$ cat config.mk
export PLATFORM = sky130hd
export DESIGN_NAME = uart_tx_flat
export DESIGN_NICKNAME = d
export VERILOG_FILES = /design/src/rtl/uart_pkg.sv /design/src/rtl/uart_tx_if.sv /design/src/rtl/uart_tx.sv /design/src/flat_wrapper.sv
export SDC_FILE = /design/constraint.sdc
export NUM_CORES = 1
export LEC_CHECK = 0
export ABC_CLOCK_PERIOD_IN_PS = 2300
export CORE_MARGIN = 4
export CORE_UTILIZATION = 52
export CTS_CLUSTER_SIZE = 25
export DETAILED_ROUTE_END_ITERATION = 10
export PLACE_DENSITY_LB_ADDON = 0.08
export SLEW_MARGIN = 40
export SYNTH_ARGS = -nofsm -noshare
export SYNTH_HDL_FRONTEND = slang
export SYNTH_SLANG_ARGS = --single-unit
$ cat constraint.sdc
create_clock -name clk -period 2.3 [get_ports clk]
set_clock_uncertainty 0.2 [all_clocks]
set_input_delay 0.345 -clock clk [delete_from_list [all_inputs] [get_ports clk]]
set_output_delay 0.345 -clock clk [all_outputs]
set_load 0.1 [all_outputs]
$ cat src/rtl/uart_pkg.sv
// Purpose: shared UART definitions (FSM state encoding, parity modes) for TX and RX.
// Latency: n/a (types and constants only).
// Backpressure: n/a.
package uart_pkg;

    typedef enum logic [2:0] {
        ST_IDLE,
        ST_START,
        ST_DATA,
        ST_PARITY,
        ST_STOP
    } uart_state_t;

    localparam int PAR_NONE = 0;
    localparam int PAR_EVEN = 1;
    localparam int PAR_ODD  = 2;

    // Tick counter must hold 0..15 for data bits and 0..SB_TICK-1 in STOP.
    function automatic int tick_cnt_width(input int sb_tick);
        return ($clog2(sb_tick) > 4) ? $clog2(sb_tick) : 4;
    endfunction

endpackage

$ cat src/rtl/uart_tx_if.sv
// Purpose: bundle of the UART transmitter request/line/status signals.
// Latency: n/a (wiring only).
// Backpressure: master must watch tx_busy; requests while busy are dropped.
interface uart_tx_if;

    logic       s_tick;
    logic       tx_start;
    logic [7:0] din;
    logic       tx;
    logic       tx_busy;
    logic       tx_done_tick;

    modport master (
        output s_tick, tx_start, din,
        input  tx, tx_busy, tx_done_tick
    );

    modport slave (
        input  s_tick, tx_start, din,
        output tx, tx_busy, tx_done_tick
    );

endinterface

$ cat src/rtl/uart_tx.sv
// Purpose: UART serialiser: start, DBIT data bits LSB first, optional parity, stop.
// Latency: tx goes low 1 clk after acceptance; each bit lasts 16 s_ticks, stop SB_TICK.
// Backpressure: none; tx_start outside IDLE is ignored, caller must wait for tx_busy low.
module uart_tx
    import uart_pkg::*;
#(
    parameter int DBIT    = 8,
    parameter int SB_TICK = 16,
    parameter int PARITY  = 0
) (
    input  logic     clk,
    input  logic     rst,
    uart_tx_if.slave bus
);

    localparam int             SW         = tick_cnt_width(SB_TICK);
    localparam logic [SW-1:0]  S_BIT_LAST = SW'(15);
    localparam logic [SW-1:0]  S_STOP_LAST = SW'(SB_TICK - 1);
    localparam logic [2:0]     N_LAST     = 3'(DBIT - 1);

    uart_state_t   state_q, state_d;
    logic [SW-1:0] s_q, s_d;
    logic [2:0]    n_q, n_d;
    logic [7:0]    b_q, b_d;
    logic          p_q, p_d;
    logic          tx_q, tx_d;
    logic          done_q, done_d;

    // State and datapath registers; reset parks the line idle-high and drops any frame.
    always_ff @(posedge clk) begin
        if (rst) begin
            state_q <= ST_IDLE;
            s_q     <= '0;
            n_q     <= '0;
            b_q     <= '0;
            p_q     <= 1'b0;
            tx_q    <= 1'b1;
            done_q  <= 1'b0;
        end else begin
            state_q <= state_d;
            s_q     <= s_d;
            n_q     <= n_d;
            b_q     <= b_d;
            p_q     <= p_d;
            tx_q    <= tx_d;
            done_q  <= done_d;
        end
    end

    // Next-state logic; tx_d reflects the current state so the line lags state by one clk.
    always_comb begin
        state_d = state_q;
        s_d     = s_q;
        n_d     = n_q;
        b_d     = b_q;
        p_d     = p_q;
        tx_d    = tx_q;
        done_d  = 1'b0;
        case (state_q)
            ST_IDLE: begin
                tx_d = 1'b1;
                if (bus.tx_start) begin
                    state_d = ST_START;
                    b_d     = bus.din;
                    s_d     = '0;
                    n_d     = '0;
                    p_d     = (PARITY == PAR_ODD);
                end
            end
            ST_START: begin
                tx_d = 1'b0;
                if (bus.s_tick) begin
                    if (s_q == S_BIT_LAST) begin
                        s_d     = '0;
                        state_d = ST_DATA;
                    end else begin
                        s_d = s_q + SW'(1);
                    end
                end
            end
            ST_DATA: begin
                tx_d = b_q[0];
                if (bus.s_tick) begin
                    if (s_q == S_BIT_LAST) begin
                        s_d = '0;
                        b_d = {1'b0, b_q[7:1]};
                        p_d = p_q ^ b_q[0];
                        if (n_q == N_LAST) begin
                            state_d = (PARITY != PAR_NONE) ? ST_PARITY : ST_STOP;
                        end else begin
                            n_d = n_q + 3'd1;
                        end
                    end else begin
                        s_d = s_q + SW'(1);
                    end
                end
            end
            ST_PARITY: begin
                tx_d = p_q;
                if (bus.s_tick) begin
                    if (s_q == S_BIT_LAST) begin
                        s_d     = '0;
                        state_d = ST_STOP;
                    end else begin
                        s_d = s_q + SW'(1);
                    end
                end
            end
            ST_STOP: begin
                tx_d = 1'b1;
                if (bus.s_tick) begin
                    if (s_q == S_STOP_LAST) begin
                        state_d = ST_IDLE;
                        done_d  = 1'b1;
                    end else begin
                        s_d = s_q + SW'(1);
                    end
                end
            end
            default: begin
                state_d = ST_IDLE;
                tx_d    = 1'b1;
            end
        endcase
    end

    assign bus.tx           = tx_q;
    assign bus.tx_busy      = (state_q != ST_IDLE);
    assign bus.tx_done_tick = done_q;

endmodule

$ cat src/flat_wrapper.sv
// flat-port wrapper written by rule: the top's interface ports become plain ports
module uart_tx_flat import uart_pkg::*;
#(
    parameter int DBIT    = 8,
    parameter int SB_TICK = 16,
    parameter int PARITY  = 0
)
  (clk, rst, bus_s_tick, bus_tx_start, bus_din, bus_tx, bus_tx_busy, bus_tx_done_tick);
  uart_tx_if bus_i ();
  input  logic clk;
  input  logic rst;
  input wire logic [$bits(bus_i.s_tick)-1:0] bus_s_tick;
  input wire logic [$bits(bus_i.tx_start)-1:0] bus_tx_start;
  input wire logic [$bits(bus_i.din)-1:0] bus_din;
  output wire logic [$bits(bus_i.tx)-1:0] bus_tx;
  output wire logic [$bits(bus_i.tx_busy)-1:0] bus_tx_busy;
  output wire logic [$bits(bus_i.tx_done_tick)-1:0] bus_tx_done_tick;
  assign bus_i.s_tick = bus_s_tick;
  assign bus_i.tx_start = bus_tx_start;
  assign bus_i.din = bus_din;
  assign bus_tx = bus_i.tx;
  assign bus_tx_busy = bus_i.tx_busy;
  assign bus_tx_done_tick = bus_i.tx_done_tick;
  uart_tx #(.DBIT(DBIT), .SB_TICK(SB_TICK), .PARITY(PARITY)) u_core (.clk(clk), .rst(rst), .bus(bus_i));
endmodule
### Yosys cells after proc, flatten, opt, wreduce, memory -nomap -nowiden

Index checks and enable logic that the tools add are counted.

| word-level totals | value |
|---|---|
| register bits | 21 |

| cells by class | value |
|---|---|
| add/sub/neg operators | 2 |
| eq/ne operators | 19 |
| muxes and demuxes | 32 |
| bitwise operators | 3 |
| reductions and logical operators | 10 |

Operator list:

| cell | count |
|---|---|
| 3-bit two-way mux | 14 |
| 8-bit two-way mux | 3 |
| 4-bit two-way mux | 5 |
| 8-bit case mux with 2 select lines | 1 |
| 3-bit case mux with 5 select lines | 1 |
| 2-bit inequality test (second input constant) | 7 |
| 2-bit by 1-bit inequality test with 1-bit output (second input constant) | 6 |
| 4-bit case mux with 3 select lines | 1 |
| 10-bit AND reduction | 1 |
| 5-bit AND reduction | 2 |
| 3-bit by 2-bit equality test with 1-bit output (second input constant) | 2 |
| 3-bit equality test (second input constant) | 2 |
| 3-bit case mux with 2 select lines | 1 |
| 3-bit nonzero test | 2 |
| 3-bit OR reduction | 2 |
| 4-bit by 1-bit adder with 4-bit output (second input constant) | 1 |
| 4-bit equality test (second input constant) | 1 |
| 1-bit two-way mux | 4 |
| 4-bit AND reduction | 1 |
| 3-bit by 1-bit adder with 3-bit output (second input constant) | 1 |
| 3-bit by 1-bit equality test with 1-bit output (second input constant) | 1 |
| 3-bit zero test | 1 |
| 1-bit case mux with 3 select lines | 1 |
| 1-bit NOT | 2 |
| 3 further kinds | 3 |

### Longest topological paths before layout

Gate-level depths: netlist of the first run.

| logic depth | value |
|---|---|
| word-level depth | 5 |
| gate-level depth with buffers | 7 |
| depth with buffers taken out | 5 |

### Worst setup path before layout of the first run

No wires, ideal clock.

| path | value |
|---|---|
| path type | flip-flop to flip-flop |
| from | reg u_core.state_q[1] |
| to | reg u_core.s_q[2] |
| library setup time | 132 ps |
| arrival | 1695 ps |
| required time | 1968 ps |
| setup slack | 273 ps |
| cell stages (with the launch flop) | 6 |
| buffers on the path | 1 |
| clock period less this slack | 2027 ps |
| cells stage by stage | dfxtp_1 buf_2 or3_2 and3b_1 o21ai_0 a21oi_1 |

| on the way | value |
|---|---|
| longest elaborated chain between the ends | 4 |

Ends and longest elaborated chain:

| element | RTL line | RTL |
|---|---|---|
| from (decl) | uart_tx.sv:21 | `uart_state_t state_q, state_d;` |
| from (signal assigned) | uart_tx.sv:40 | `state_q <= state_d;` |
| 3-bit by 1-bit equality test with 1-bit output or 3-bit by 2-bit equality test with 1-bit output (tied branches) | uart_tx.sv:59 | `case (state_q)` |
| 3-bit OR reduction (no line) | n/a |  |
| 2-bit by 1-bit inequality test with 1-bit output (no line) or 3-bit nonzero test (tied branches) | n/a |  |
| 5-bit AND reduction (no line) | n/a |  |
| to (signal assigned) | uart_tx.sv:33 | `s_q <= '0;` |
| to (signal assigned) | uart_tx.sv:41 | `s_q <= s_d;` |
| to (decl) | uart_tx.sv:22 | `logic [SW-1:0] s_q, s_d;` |

Parallel ways exist; a longest one is shown, timed or not.
A chain may end at the register's enable or synchronous reset.

### Worst setup path in the final report of the first run

| path | value |
|---|---|
| from | reg u_core.state_q[1] |
| to | out bus_tx_busy |

| on the way | value |
|---|---|
| longest elaborated chain between the ends | 1 |

Ends and longest elaborated chain:

| element | RTL line | RTL |
|---|---|---|
| 3-bit nonzero test | uart_tx.sv:128 | `assign bus.tx_busy = (state_q != ST_IDLE);` |
| to (decl) | flat_wrapper.sv:16 | `output wire logic [$bits(bus_i.tx_busy)-1:0] bus_tx_busy;` |

No other way between the ends.

==> flow_summary_export.csv, run 1 <==
group,metric,value,unit
cts,cts_hold_buf,0,
cts,cts_root_buf,"clkbuf_4",
drt,wl_met2,1040,um
grt,grt_max_degree,18,
pwr,comb_power_share,18.7,%
final_layout,multi_input_area,613,um2
setup_path,end_kind,"primary output",
sta,fin_setup_tns,0,ns
job,maxCapViolations,0,
placed_design,gp_congestion,0.796,
pwr,power.share.clock,25.2,%
sta,worst_slew_pin_slew,0.413,ns
cts,cts_inserted_buffers,3,
final_layout,nNetsFinal,155,
synthesis,postSynthAreaPerCell,9.04,um2
synthesis,synth_fp_nets,135,
synthesis,synth_warnings,0,
grt,grt_pass1_vias,818,
pwr,power_switching,192,uW
floorplanning,dieArea,0.00288,mm2
drt,dr.pass1.iters,4,
pwr,power_density,531,mW/mm2
floorplanning,io-pin-count,15,
pwr,fin_total_pwr,703,uW
cts,clock-sinks,21,
sta,hold_viol_final,0,
final_layout,drive_above_1_share,15.8,%
cts,clk_pin_slew,0.12,ns
placed_design,numPortBuffers,14,
setup_path,path_class,"flop to primary output",
floorplanning,initial_core_util,55.3,%
synthesis,synthCells,120,
setup_path,worst_path_largest_cell_delay,0.56,ns
synthesis,ys_seq_area_share,38.8,%
pwr,power.internal,510,uW
grt,grt.total_usage,16.6,%
synthesis,ys_types,41,
synthesis,synth_seq_cells,21,
drt,wl_met1,1070,um
synthesis,netlist_area,0.00108,mm2
sta,rsz0062_at_grt,"false",
drt,drt-wirelength-per-cell,13.2,um
drt,routed_wl,2190,um
setup_path,crit_fanout,13,
drt,initialDrtViolationCount,19,
cts,htree_levels,1,
setup_path,cp-start-kind,"flop",
floorplanning,die_x,53.7,um
drt,vias,937,
floorplanning,fp-row-count,16,
sta,relSlewSlack,72.4,%
drt,postRouteAntennaNets,0,
floorplanning,core_area,0.00196,mm2
setup_path,required,1.75,ns
final_layout,fin_util,67.4,%
cts,clock_path_buffers,2,
sta,period_needed,2.05,ns
final_layout,num_antenna_cells,0,
cts,tritoncts,"yes",
grt,antenna_found_initial,0,
sta,finalCritPeriodShare,89.1,%
pwr,switching_share,27.4,%
setup_path,crit_arrival,1.50,ns
placed_design,hpwlAfterDp,1630,um
cts,worstSkewPairLatency,0.30,ns
grt,grt-ovfl-total,0,
drt,route.detailed.drc,0,
setup_path,cp_slowest_cell,"or3_2",
run_status,outcome,"complete, no violations",
cts,cts-resized-gates,0,
drt,post_drt_via_cell_ratio,5.64,
drt,met3_length,70,um
pwr,p_seq_share,56.1,%
pwr,peakVddDrop,0.000374,V
setup_path,critical_path.cell_chain,"or3_2, buf_12",
drt,top_layer,"met4",
worst_hold_path,hold_path_class,"flop to flop",
final_layout,ff_latch_area,420,um2
pwr,leakage,0.000487,uW
final_layout,synthToLayoutAreaGrowth,21.9,%
sta,maxSlewViolCount,0,
floorplanning,die_h,53.7,um
cts,post-cts-setup-buffer-count,0,
final_layout,nFillCells,173,
grt,grt_pass1_wl,3550,um
sta,setup_viol,0,
sta,max_freq,488,MHz
metrics by stage:
step / cell area, um2 / hold slack (ns) / worst slack (ns) / std cells
after floorplan: 1080 / 0.247 / 0.273 / 120
after global placement: 1290 / 0.263 / 0.0645 / 162
after detailed placement: 1290 / 0.268 / 0.00349 / 162
after CTS: 1320 / 0.286 / 0.245 / 166
after global routing: 1320 / 0.312 / 0.182 / 166
final: 1320 / 0.282 / 0.250 / 166
final timing paths:
path,cells after the start,from,to,slack [ns]
max,2,u_core.state_q[1]$_SDFFE_PP0P_,bus_tx_busy,0.25
min,2,u_core.n_q[1]$_SDFFE_PP0P_,u_core.n_q[1]$_SDFFE_PP0P_,0.28
max reg2reg,4,u_core.state_q[1]$_SDFFE_PP0P_,u_core.b_q[0]$_SDFFE_PP0P_,0.28
min reg2reg,2,u_core.n_q[1]$_SDFFE_PP0P_,u_core.n_q[1]$_SDFFE_PP0P_,0.28
worst max-delay path, delay by kind of cell (launching register included):
kind                   cells  cell delay, ns
AND/OR/NAND/NOR            1            0.56
buffers and inverters      1            0.19
flip-flops                 1            0.45
cells by family (layout without fill, tap and decap cells):
family | Yosys count | count (layout) | synth area share (%)
AND/OR/NAND/NOR | 40 | 40 | 22.3
AO/OA/AOI/OAI | 35 | 35 | 21.6
multiplexers | 9 | 9 | 8.42
XOR/XNOR | 1 | 1 | 0.808
adder cells (fa/ha/maj) | 3 | 3 | 3.46
flip-flops | 21 | 21 | 38.8
buffers and inverters | 11 | 30 | 4.73
cells in the mapped netlist:
library cell  count  share of area (%)
a211oi_1          7                4.8
a21oi_1          12                5.5
a22oi_1           1               0.69
a2bb2oi_1         1               0.81
a31oi_1           2                1.2
and2_1            2                1.2
and3_1            1               0.58
and3_2            1               0.69
and3b_1           1               0.81
and4_1            1               0.81
buf_1             2               0.69
buf_2             2               0.92
buf_6             1                1.0
clkbuf_1          4                1.4
dfxtp_1          21                 39
ha_1              3                3.5
inv_1             2               0.69
mux2_2            1                1.0
mux2i_1           8                7.4
nand2_1           6                2.1
nand2b_1          1               0.58
nand3_1           5                2.3
nand4_1           1               0.58
nand4b_1          3                2.4
nor2_1            7                2.4
nor2b_1           2                1.2
nor3_1            3                1.4
nor4b_1           1               0.81
o2111ai_1         1               0.81
o211ai_1          1               0.69
o21ai_0           6                2.8
o221a_4           1                1.8
o311ai_0          1               0.81
o32ai_1           1               0.81
o41ai_1           1               0.81
or3_1             1               0.58
or3_2             1               0.69
or4b_1            1               0.92
or4b_4            1                1.3
or4bb_1           1                1.0
xor2_1            1               0.81
area by class of cell:
class / count / share of cell area [%]
multi-input cells: 88 / 46.4
flip-flops and latches: 21 / 31.8
repair buffers: 24 / 16.7
well taps: 27 / 2.55
clock buffers: 3 / 1.70
inverters: 2 / 0.568
clock inverters: 1 / 0.378
routing by layer:
layer | up-vias | track usage, %
met5 | - | 0
met4 | 0 | 6.38
met3 | 2 | 3.32
met2 | 12 | 26.6
met1 | 433 | 21.7
li1 | 490 | -
cells in the final DEF (no fill, tap or decap), drive strengths merged, types with 5 or more instances in the layout:
cell type      instances
a211oi                 7
nand2                  6
a21oi                 12
buf                   13
nor2                   7
nand3                  5
clkdlybuf4s50         11
mux2i                  8
dfxtp                 21
o21ai                  6
registers in the layout, summed over array words and instances (netlist names):
register                 flops
u_core.b_q                   8
u_core.bus.tx_done_tick      1
u_core.n_q                   3
u_core.bus.tx                1
u_core.s_q                   4
u_core.state_q               3
u_core.p_q                   1
power by group through the flow:
stage | Clock (uW) | Sequential, uW | Combinational [uW]
final | 177 | 394 | 131
after global routing | 201 | 397 | 143
after CTS | 188 | 394 | 132
after detailed placement | 0 | 403 | 131
after global placement | 0 | 402 | 128
after floorplan | 0 | 404 | 78.9
Note: power is estimated with default switching activity, not from simulation.
==> run 2, diff against run 1 <==
--- a/config.mk
+++ b/config.mk
@@ -6,12 +6,15 @@
 export NUM_CORES = 1
 export LEC_CHECK = 0
 export ABC_CLOCK_PERIOD_IN_PS = 2300
+export CELL_PAD_IN_SITES_DETAIL_PLACEMENT = 2
+export CELL_PAD_IN_SITES_GLOBAL_PLACEMENT = 2
+export CORE_ASPECT_RATIO = 1.75
 export CORE_MARGIN = 4
-export CORE_UTILIZATION = 52
+export CORE_UTILIZATION = 32
 export CTS_CLUSTER_SIZE = 25
 export DETAILED_ROUTE_END_ITERATION = 10
 export PLACE_DENSITY_LB_ADDON = 0.08
-export SLEW_MARGIN = 40
 export SYNTH_ARGS = -nofsm -noshare
 export SYNTH_HDL_FRONTEND = slang
 export SYNTH_SLANG_ARGS = --single-unit
+export TNS_END_PERCENT = 1
==> run 2 against run 1 <==
Worst hold slack better by 0.0017 ns. Via count up 9.2%. Count of clock-buffer cells in the layout unchanged. First-iteration DRC count up 21%. Final area up 4.6%. Global-route usage down 0.82 points. Critical path depth up 1. Critical path type unchanged.
==> flow_summary_export.csv, run 2 (synthesis gave the netlist of run 1 again) <==
group,metric,value,unit
drt,vias,1023,
drt,drt-wirelength-per-cell,16.8,um
pwr,peakVddDrop,0.000365,V
setup_path,crit_fanout,11,
floorplanning,initial_core_util,33.8,%
setup_path,crit_arrival,1.66,ns
final_layout,largest_reg_flops,8,
drt,dr.pass1.iters,4,
cts,clk_pin_slew,0.08,ns
final_layout,instances_no_fill,185,
drt,postRouteAntennaNets,0,
cts,cts-resized-gates,0,
sta,period_needed,2.20,ns
final_layout,final_cell_mix,"21 x dfxtp_1, 15 x buf_4, 12 x a21oi_1",
setup_path,cp_slowest_cell,"or3_2",
setup_path,worst_path_largest_cell_delay,0.51,ns
floorplanning,core_area,0.00321,mm2
cts,clock-sinks,21,
cts,tritoncts,"yes",
grt,grt_pass1_vias,1146,
setup_path,end_kind,"primary output",
final_layout,largestRegisters,"u_core.b_q (8), u_core.s_q (4)",
final_layout,synthToLayoutAreaGrowth,27.6,%
final_layout,drive_above_1_share,17.6,%
sta,finalCritPeriodShare,95.7,%
pwr,fin_total_pwr,781,uW
floorplanning,io-pin-count,15,
grt,grt_max_degree,18,
placed_design,hpwlAfterDp,2470,um
final_layout,nNetsFinal,158,
floorplanning,die_x,52.0,um
cts,cts_root_buf,"clkbuf_8",
setup_path,critical_path.cell_chain,"buf_4, or3_2, buf_12",
cts,cts_hold_buf,0,
floorplanning,dieArea,0.00442,mm2
drt,post_drt_via_cell_ratio,5.53,
placed_design,numPortBuffers,14,
sta,rsz0062_at_grt,"false",
sta,maxSlewViolCount,0,
job,maxCapViolations,0,
cts,post-cts-setup-buffer-count,0,
sta,hold-worst-slack,0.284,ns
floorplanning,fp-row-count,27,
cts,worstSkewPairLatency,0.26,ns
final_layout,num_antenna_cells,0,
pwr,leakage,0.000510,uW
drt,initialDrtViolationCount,23,
drt,routed_wl,3110,um
grt,grt_pass1_wl,5300,um
sta,max_freq,454,MHz
setup_path,cp-start-kind,"flop",
sta,setup_viol,0,
placed_design,dp_cells,181,
cts,clock_path_buffers,2,
drt,route.detailed.drc,0,
placed_design,gp_congestion,0.754,
grt,grt-ovfl-total,0,
setup_path,required,1.75,ns
sta,hold_viol_final,0,
cts,cts_inserted_buffers,3,
cts,htree_levels,1,
sta,relSlewSlack,68.1,%
final_layout,largest-register,"u_core.b_q",
final_layout,mostFrequentLayoutCell,"dfxtp_1",
floorplanning,die_h,85.0,um
worst_hold_path,hold_path_class,"flop to flop",
grt,antenna_found_initial,0,
pwr,power_density,564,mW/mm2
setup_path,path_class,"flop to primary output",
run_status,outcome,"complete, no violations",
grt,grt.total_usage,15.8,%
sta,worst_slew_pin_slew,0.477,ns
==> run 2: cell count changes in the layout (fill, tap and decap cells not counted), sizes merged <==
cell | previous run | this run
buf | 13 | 16
==> run 2: worst paths after layout <==
path / slack [ns] / end / cells past startpoint / start
max: 0.1 / bus_tx_busy / 3 / u_core.state_q[1]$_SDFFE_PP0P_
min: 0.28 / u_core.n_q[1]$_SDFFE_PP0P_ / 2 / u_core.n_q[1]$_SDFFE_PP0P_
max reg2reg: 0.25 / u_core.s_q[3]$_SDFFE_PP0P_ / 4 / u_core.state_q[1]$_SDFFE_PP0P_
min reg2reg: 0.28 / u_core.n_q[1]$_SDFFE_PP0P_ / 2 / u_core.n_q[1]$_SDFFE_PP0P_
==> run 2: per-stage QoR <==
stage	area, um2	TNS [ns]	utilization [%]	setup WS [ns]
after floorplan	1080	0	-	0.273
after global placement	1340	0	41.7	0.0499
after detailed placement	1340	-0.0254	41.7	-0.0254
after CTS	1380	0	43.1	0.0954
after global routing	1380	0	43.1	0.0321
final	1380	0	43.1	0.0984
==> run 2: cell type report <==
type / instances / area, um2
Clock buffer: 3 / 41.3
Clock inverter: 1 / 5.00
Fill cell: 377 / 1830
Inverter: 2 / 7.51
Multi-Input combinational cell: 88 / 613
Sequential cell: 21 / 420
Tap cell: 43 / 53.8
Timing Repair Buffer: 27 / 243
==> run 2: worst max-delay path: cells and delay by family (launching register included) <==
| family | cells | cell delay (ns) |
|---|---|---|
| buffers and inverters | 2 | 0.43 |
| DFF | 1 | 0.45 |
| and+or+nand+nor | 1 | 0.51 |
==> run 2: layer usage <==
layer | up-vias | track usage, % | wire (um)
li1 | 493 | - | -
met1 | 512 | 14.1 | 1080
met2 | 13 | 32.8 | 1920
met3 | 5 | 2.11 | 61
met4 | 0 | 5.73 | 45
met5 | - | 0 | 0
==> run 2: where the power goes <==
group	switching, uW	internal [uW]	leakage, uW	total [uW]
Sequential	12.2	381	0.000172	393
Combinational	72.5	68.9	0.000313	141
Clock	126	121	0.0000255	246
==> run 3, diff against run 2 <==
--- a/config.mk
+++ b/config.mk
@@ -14,6 +14,7 @@
 export CTS_CLUSTER_SIZE = 25
 export DETAILED_ROUTE_END_ITERATION = 10
 export PLACE_DENSITY_LB_ADDON = 0.08
+export SLEW_MARGIN = 15
 export SYNTH_ARGS = -nofsm -noshare
 export SYNTH_HDL_FRONTEND = slang
 export SYNTH_SLANG_ARGS = --single-unit
==> results of run 3 <==
The final DEF is identical to that of run 2; final timing and power are the same.
